<file path="src/rtl/core_pkg.sv">
// Shared core types: data word, register index and rd writeback source.
package core_pkg;
  typedef logic [31:0] word_t;
  typedef logic [4:0]  reg_idx_t;

  typedef enum logic [1:0] {
    RD_SRC_ALU,
    RD_SRC_MEM,
    RD_SRC_CSR,
    RD_SRC_PC_PLUS_4
  } rd_src_e;

  localparam word_t PC_STEP = 32'd4;
endpackage

</file>
<file path="src/rtl/core_s2_result_commit_if.sv">
// Stage-2 commit bundle: issue handshake, AMO dcache port, rd write port.
interface core_s2_result_commit_if;
  import core_pkg::*;

  logic     in_valid;
  logic     in_ready;
  logic     in_flush;
  logic     in_is_amo;
  logic     in_rd_we;
  reg_idx_t in_rd_idx;
  rd_src_e  in_rd_src;
  word_t    alu_result;
  word_t    dcache_data_out;
  word_t    csr_data_out;
  word_t    current_pc;
  logic     dcache_rd_req;
  logic     dcache_rsp_valid;
  logic     dcache_wr_req;
  word_t    dcache_wr_data;
  logic     dcache_wr_ack;
  logic     rd_wr_en;
  reg_idx_t rd_wr_idx;
  word_t    rd_wr_data;

  modport master (
    output in_valid, in_flush, in_is_amo,
    output in_rd_we, in_rd_idx, in_rd_src,
    output alu_result, dcache_data_out,
    output csr_data_out, current_pc,
    output dcache_rsp_valid, dcache_wr_ack,
    input  in_ready, dcache_rd_req,
    input  dcache_wr_req, dcache_wr_data,
    input  rd_wr_en, rd_wr_idx, rd_wr_data
  );

  modport slave (
    input  in_valid, in_flush, in_is_amo,
    input  in_rd_we, in_rd_idx, in_rd_src,
    input  alu_result, dcache_data_out,
    input  csr_data_out, current_pc,
    input  dcache_rsp_valid, dcache_wr_ack,
    output in_ready, dcache_rd_req,
    output dcache_wr_req, dcache_wr_data,
    output rd_wr_en, rd_wr_idx, rd_wr_data
  );
endinterface

</file>
<file path="src/rtl/core_s2_rd_src_mux.sv">
// Combinational rd writeback source select.
module core_s2_rd_src_mux
  import core_pkg::*;
(
  input  rd_src_e sel,
  input  word_t   alu_result,
  input  word_t   mem_data,
  input  word_t   csr_data,
  input  word_t   current_pc,
  output word_t   rd_data
);

  always_comb begin
    rd_data = '0;
    case (sel)
      RD_SRC_ALU:       rd_data = alu_result;
      RD_SRC_MEM:       rd_data = mem_data;
      RD_SRC_CSR:       rd_data = csr_data;
      RD_SRC_PC_PLUS_4: rd_data = current_pc + PC_STEP;
      default:          rd_data = '0;
    endcase
  end

endmodule

</file>
<file path="src/rtl/core_s2_result_commit.sv">
// Stage-2 result commit: rd writeback select plus AMO
// load / modify / store / writeback sequencing.
module core_s2_result_commit
  import core_pkg::*;
(
  input logic                     clk,
  input logic                     rst,
  core_s2_result_commit_if.slave  bus
);

  typedef enum logic [1:0] {
    S_IDLE,
    S_AMO_LOAD,
    S_AMO_STORE
  } state_e;

  state_e   state_q, state_d;
  word_t    old_q, old_d;
  word_t    new_q, new_d;
  logic     amo_we_q, amo_we_d;
  reg_idx_t amo_idx_q, amo_idx_d;
  logic     wr_en_q, wr_en_d;
  reg_idx_t wr_idx_q, wr_idx_d;
  word_t    wr_data_q, wr_data_d;

  word_t mux_data;
  logic  accept;

  core_s2_rd_src_mux u_mux (
    .sel        (bus.in_rd_src),
    .alu_result (bus.alu_result),
    .mem_data   (bus.dcache_data_out),
    .csr_data   (bus.csr_data_out),
    .current_pc (bus.current_pc),
    .rd_data    (mux_data)
  );

  assign accept = bus.in_valid & ~bus.in_flush
                & (state_q == S_IDLE);

  always_comb begin
    state_d   = state_q;
    old_d     = old_q;
    new_d     = new_q;
    amo_we_d  = amo_we_q;
    amo_idx_d = amo_idx_q;
    wr_en_d   = 1'b0;
    wr_idx_d  = wr_idx_q;
    wr_data_d = wr_data_q;
    case (state_q)
      S_IDLE: begin
        if (accept && bus.in_is_amo) begin
          amo_we_d  = bus.in_rd_we;
          amo_idx_d = bus.in_rd_idx;
          state_d   = S_AMO_LOAD;
        end else if (accept) begin
          wr_en_d   = bus.in_rd_we
                    & (bus.in_rd_idx != '0);
          wr_idx_d  = bus.in_rd_idx;
          wr_data_d = mux_data;
        end
      end
      // Flush wins over a same-cycle load response.
      S_AMO_LOAD: begin
        if (bus.in_flush) begin
          state_d = S_IDLE;
        end else if (bus.dcache_rsp_valid) begin
          old_d   = bus.dcache_data_out;
          new_d   = bus.alu_result;
          state_d = S_AMO_STORE;
        end
      end
      S_AMO_STORE: begin
        if (bus.dcache_wr_ack) begin
          state_d   = S_IDLE;
          wr_en_d   = amo_we_q & (amo_idx_q != '0);
          wr_idx_d  = amo_idx_q;
          wr_data_d = old_q;
        end
      end
      default: state_d = S_IDLE;
    endcase
  end

  always_ff @(posedge clk) begin
    if (rst) begin
      state_q   <= S_IDLE;
      old_q     <= '0;
      new_q     <= '0;
      amo_we_q  <= 1'b0;
      amo_idx_q <= '0;
      wr_en_q   <= 1'b0;
      wr_idx_q  <= '0;
      wr_data_q <= '0;
    end else begin
      state_q   <= state_d;
      old_q     <= old_d;
      new_q     <= new_d;
      amo_we_q  <= amo_we_d;
      amo_idx_q <= amo_idx_d;
      wr_en_q   <= wr_en_d;
      wr_idx_q  <= wr_idx_d;
      wr_data_q <= wr_data_d;
    end
  end

  assign bus.in_ready       = (state_q == S_IDLE);
  assign bus.dcache_rd_req  = (state_q == S_AMO_LOAD);
  assign bus.dcache_wr_req  = (state_q == S_AMO_STORE);
  assign bus.dcache_wr_data = (state_q == S_AMO_STORE)
                            ? new_q : '0;
  assign bus.rd_wr_en       = wr_en_q;
  assign bus.rd_wr_idx      = wr_idx_q;
  assign bus.rd_wr_data     = wr_data_q;

endmodule

</file>
<file path="src/flat_wrapper.sv">
// flat-port wrapper written by rule: the top's interface ports become plain ports
module core_s2_result_commit_flat import core_pkg::*;
  (clk, rst, bus_in_valid, bus_in_flush, bus_in_is_amo, bus_in_rd_we, bus_in_rd_idx, bus_in_rd_src, bus_alu_result, bus_dcache_data_out, bus_csr_data_out, bus_current_pc, bus_dcache_rsp_valid, bus_dcache_wr_ack, bus_in_ready, bus_dcache_rd_req, bus_dcache_wr_req, bus_dcache_wr_data, bus_rd_wr_en, bus_rd_wr_idx, bus_rd_wr_data);
  core_s2_result_commit_if bus_i ();
  input logic clk;
  input logic rst;
  input wire logic [$bits(bus_i.in_valid)-1:0] bus_in_valid;
  input wire logic [$bits(bus_i.in_flush)-1:0] bus_in_flush;
  input wire logic [$bits(bus_i.in_is_amo)-1:0] bus_in_is_amo;
  input wire logic [$bits(bus_i.in_rd_we)-1:0] bus_in_rd_we;
  input wire logic [$bits(bus_i.in_rd_idx)-1:0] bus_in_rd_idx;
  input wire logic [$bits(bus_i.in_rd_src)-1:0] bus_in_rd_src;
  input wire logic [$bits(bus_i.alu_result)-1:0] bus_alu_result;
  input wire logic [$bits(bus_i.dcache_data_out)-1:0] bus_dcache_data_out;
  input wire logic [$bits(bus_i.csr_data_out)-1:0] bus_csr_data_out;
  input wire logic [$bits(bus_i.current_pc)-1:0] bus_current_pc;
  input wire logic [$bits(bus_i.dcache_rsp_valid)-1:0] bus_dcache_rsp_valid;
  input wire logic [$bits(bus_i.dcache_wr_ack)-1:0] bus_dcache_wr_ack;
  output wire logic [$bits(bus_i.in_ready)-1:0] bus_in_ready;
  output wire logic [$bits(bus_i.dcache_rd_req)-1:0] bus_dcache_rd_req;
  output wire logic [$bits(bus_i.dcache_wr_req)-1:0] bus_dcache_wr_req;
  output wire logic [$bits(bus_i.dcache_wr_data)-1:0] bus_dcache_wr_data;
  output wire logic [$bits(bus_i.rd_wr_en)-1:0] bus_rd_wr_en;
  output wire logic [$bits(bus_i.rd_wr_idx)-1:0] bus_rd_wr_idx;
  output wire logic [$bits(bus_i.rd_wr_data)-1:0] bus_rd_wr_data;
  assign bus_i.in_valid = bus_in_valid;
  assign bus_i.in_flush = bus_in_flush;
  assign bus_i.in_is_amo = bus_in_is_amo;
  assign bus_i.in_rd_we = bus_in_rd_we;
  assign bus_i.in_rd_idx = bus_in_rd_idx;
  assign bus_i.in_rd_src = bus_in_rd_src;
  assign bus_i.alu_result = bus_alu_result;
  assign bus_i.dcache_data_out = bus_dcache_data_out;
  assign bus_i.csr_data_out = bus_csr_data_out;
  assign bus_i.current_pc = bus_current_pc;
  assign bus_i.dcache_rsp_valid = bus_dcache_rsp_valid;
  assign bus_i.dcache_wr_ack = bus_dcache_wr_ack;
  assign bus_in_ready = bus_i.in_ready;
  assign bus_dcache_rd_req = bus_i.dcache_rd_req;
  assign bus_dcache_wr_req = bus_i.dcache_wr_req;
  assign bus_dcache_wr_data = bus_i.dcache_wr_data;
  assign bus_rd_wr_en = bus_i.rd_wr_en;
  assign bus_rd_wr_idx = bus_i.rd_wr_idx;
  assign bus_rd_wr_data = bus_i.rd_wr_data;
  core_s2_result_commit u_core (.clk(clk), .rst(rst), .bus(bus_i));
endmodule
</file>
<file path="config.mk">
export PLATFORM = sky130hd
export DESIGN_NAME = core_s2_result_commit_flat
export DESIGN_NICKNAME = d
export VERILOG_FILES = /design/src/rtl/core_pkg.sv /design/src/rtl/core_s2_result_commit_if.sv /design/src/rtl/core_s2_rd_src_mux.sv /design/src/rtl/core_s2_result_commit.sv /design/src/flat_wrapper.sv
export SDC_FILE = /design/constraint.sdc
export NUM_CORES = 1
export LEC_CHECK = 0
export CELL_PAD_IN_SITES_DETAIL_PLACEMENT = 1
export CELL_PAD_IN_SITES_GLOBAL_PLACEMENT = 2
export CORE_AREA = 2 2 168 170
export DETAILED_ROUTE_END_ITERATION = 10
export DIE_AREA = 0 0 170 172
export GPL_ROUTABILITY_DRIVEN = 0
export PLACE_DENSITY_LB_ADDON = 0.1
export SETUP_SLACK_MARGIN = 0.1
export SKIP_LAST_GASP = 1
export SLEW_MARGIN = 10
export SYNTH_ARGS = -nofsm -noshare
export SYNTH_HDL_FRONTEND = slang
export SYNTH_HIERARCHICAL = 1
export SYNTH_SLANG_ARGS = --single-unit
</file>
<file path="constraint.sdc">
create_clock -name clk -period 7.1 [get_ports clk]
set_clock_uncertainty 0.1 [all_clocks]
set_input_delay 1.42 -clock clk [delete_from_list [all_inputs] [get_ports clk]]
set_output_delay 1.42 -clock clk [all_outputs]
set_load 0.005 [all_outputs]
</file>
==> metrics.txt <==
FF-to-FF setup slack 4050 ps; post-DP HPWL 18,000 µm; # setup viols final 0; CP most frequent cell a211oi_2; largest net degree at the start of global routing 66; crit share post-route 0.648; CTS tree yes; FP Rows 61; Pint 1.05 mW; yosys warns 6; Worst-Skew Late Latency 360 ps; asr flop ratio synth 0; Clk pin slew, worst setup/hold paths 80 ps; H-tree Lvls 3; Pleak 2.93 nW; share of layout cells above drive strength 1 0.181; Yosys cell types 44; worst path bufs/invs 1; via/cell ratio 4.88; status finished clean; Cells after Synth 726; critical path arrival 4720 ps; Final Power 1.45 mW; WP data required 7210 ps; total grt overflow 0; CP max-delay cell nor4_1; Critical R2R Capture u_core/bus.rd_wr_data[3]; first-pass iteration count of the detailed router 4; crit-path max FO 5; #FFs+latches synth 110; Die ar. 29,200 µm²; Yosys top cell by area dfxtp_1; hold path start u_core/new_q[7]; IO Pins 216; Slew @ Worst Pin 1040 ps; Flop pwr share 0.445; Max-Cap Viols 0; Seq/Total Area, Yosys 0.340; Slew headroom 0.304; global-route wire length before repair 39,700 µm; vias in the first global route 6,625; post-CTS setup buffers 0; Fin. Hold Viols 0; CP peak stage delay 760 ps; final slew viol count 0; Hold EP u_core/new_q[7]; cell family with the largest share of critical-path delay simple AND/OR/NAND/NOR gates; number of DRC markers in iteration 0 317; Hold Buf Count CTS 0; hold crit path type register to register; sw frac 0.275; worst reg2reg path depth 6; Max clock buf depth 2; Global Route Usage Sum 0.180; Setup TNS 0 ps; antenna violations before repair 4; die width 170 µm; startpoint class of the critical path input port; critical path type input port to register; count leader, synth nand2_1; Synth top cells by count nand2_1, dfxtp_1, a21oi_1; Synth top area share 0.340; highest clock rate 217 MHz; CTS root buffer clkbuf_16; Cell Area, Synth 6480 µm²; PostCTS Resize Cnt 0; fin nets 1,045; post-route insts no fill 1,256; DRC 0; cell chain of the critical path clkdlybuf4s50_1, ha_1, nand3_1, nor4_1, nand2_1, xnor2_1, mux4_2, mux2_2, a211oi_2, a211oi_2; placed cell count 1,236; floorplan core area 27,500 µm²; Routed Antenna Nets 0; Peak supply drop 0.125 mV; Clock Power Share 0.353; Mean Syn Cell Area 8.92 µm²; syn nets 870; Pwr Density 157 nW/µm²; Crit Reg-Reg Startpoint u_core/state_q[1]; logic gate share of total power 0.202; Min-Delay Path Depth 2; Sink Count 110; Synth Flop Type dfxtp_1; Vias 6,131; Synth area leaders dfxtp_1, a211oi_2, mux4_2; fill count 3,151; RSZ-0062 raised after global routing false; critical path depth 10; critical path capture point type register; Period minus WS final 4600 ps; Routed WL 26,500 µm; number of flops mapped to enable cells by yosys 0; port buffer count 215; Psw 0.398 mW; Chip Height 172 µm; routed len/inst 21.1 µm; CTS buffer count 9; area delta synth->final 41.7%; Initial Utilization 0.236
==> layer usage <==
| layer | GRT usage | vias to the layer above | share of wire |
|---|---|---|---|
| met5 | 0 | - | 0 |
| met4 | 0.0379 | 0 | 0.014 |
| met3 | 0.0499 | 19 | 0.059 |
| met2 | 0.313 | 161 | 0.48 |
| met1 | 0.222 | 3049 | 0.44 |
| li1 | - | 2902 | - |
==> final cells by class <==
class	instances	area (µm²)	area share
multi-input combinational	510	3860	0.420
timing repair buffer	225	2220	0.242
sequential	110	2200	0.240
tap	346	433	0.0472
clock buffer	10	239	0.0260
inverter	45	169	0.0184
clock inverter	6	45.0	0.00491
antenna	4	10.0	0.00109
==> cell families after synthesis <==
logic type,count (synthesis),share of synthesized area
and+or+nand+nor,239,0.175
xor gates and xnor gates,26,0.0352
AOI/OAI and AO/OA,178,0.218
DFF,110,0.340
adders and majority gates,1,0.00193
muxes,66,0.160
buffers and inverters,106,0.0709
==> how the worst max path moves through the flow <==
stage	from	endpoint	slack, ps
4_1_cts	bus_current_pc[2]	u_core/bus.rd_wr_data[26]	2490
3_3_place_gp	bus_current_pc[2]	u_core/bus.rd_wr_data[28]	2230
3_5_place_dp	bus_current_pc[2]	u_core/bus.rd_wr_data[26]	2120
6_report	bus_current_pc[2]	u_core/bus.rd_wr_data[28]	2500
5_1_grt	bus_current_pc[2]	u_core/bus.rd_wr_data[26]	2370
2_1_floorplan	bus_current_pc[10]	u_core/bus.rd_wr_data[19]	3550
==> through the flow <==
stage,util,hold slack (ps),area [µm²],setup WS (ps)
after floorplan,-,332,6480,3550
after global placement,0.323,336,8880,2230
after detailed placement,0.323,345,8880,2120
after CTS,0.334,355,9170,2490
after global routing,0.334,367,9170,2370
final,0.334,352,9180,2500
==> power by group through the flow <==
stage	combinational, mW	clock (mW)	sequential (mW)
after detailed placement	0.294	0	0.658
after CTS	0.296	0.533	0.644
after floorplan	0.136	0	0.656
final	0.292	0.511	0.643
after global routing	0.313	0.556	0.645
after global placement	0.290	0	0.658
==> registers in the layout, indices dropped and copies added (netlist names) <==
| signal | cells |
|---|---|
| u_core/amo_idx_q | 5 |
| u_core/bus.rd_wr_en | 1 |
| u_core/amo_we_q | 1 |
| u_core/state_q | 2 |
| u_core/bus.rd_wr_idx | 5 |
| u_core/bus.rd_wr_data | 32 |
| u_core/old_q | 32 |
| u_core/new_q | 32 |
==> placed cells by master, fill, tap and decap left out, types with 5 or more instances in the layout <==
master,n
nor2_1,16
a211oi_2,59
a21oi_1,79
xnor2_1,15
buf_4,11
mux2_2,38
a211oi_1,16
clkbuf_16,9
nand2_1,141
nand4_1,5
and2_1,32
xor2_1,11
o21ai_0,11
clkdlybuf4s50_1,213
inv_1,44
dfxtp_1,108
nand3_1,20
mux4_2,26
==> tightest hold or removal path: cells and delay by family, from the launching register on <==
family / cells / cell delay (ps)
AOI/OAI and AO/OA: 1 / 50
DFF: 1 / 310
and+or+nand+nor: 1 / 50
No activity file was read; power rests on OpenSTA's default activity.
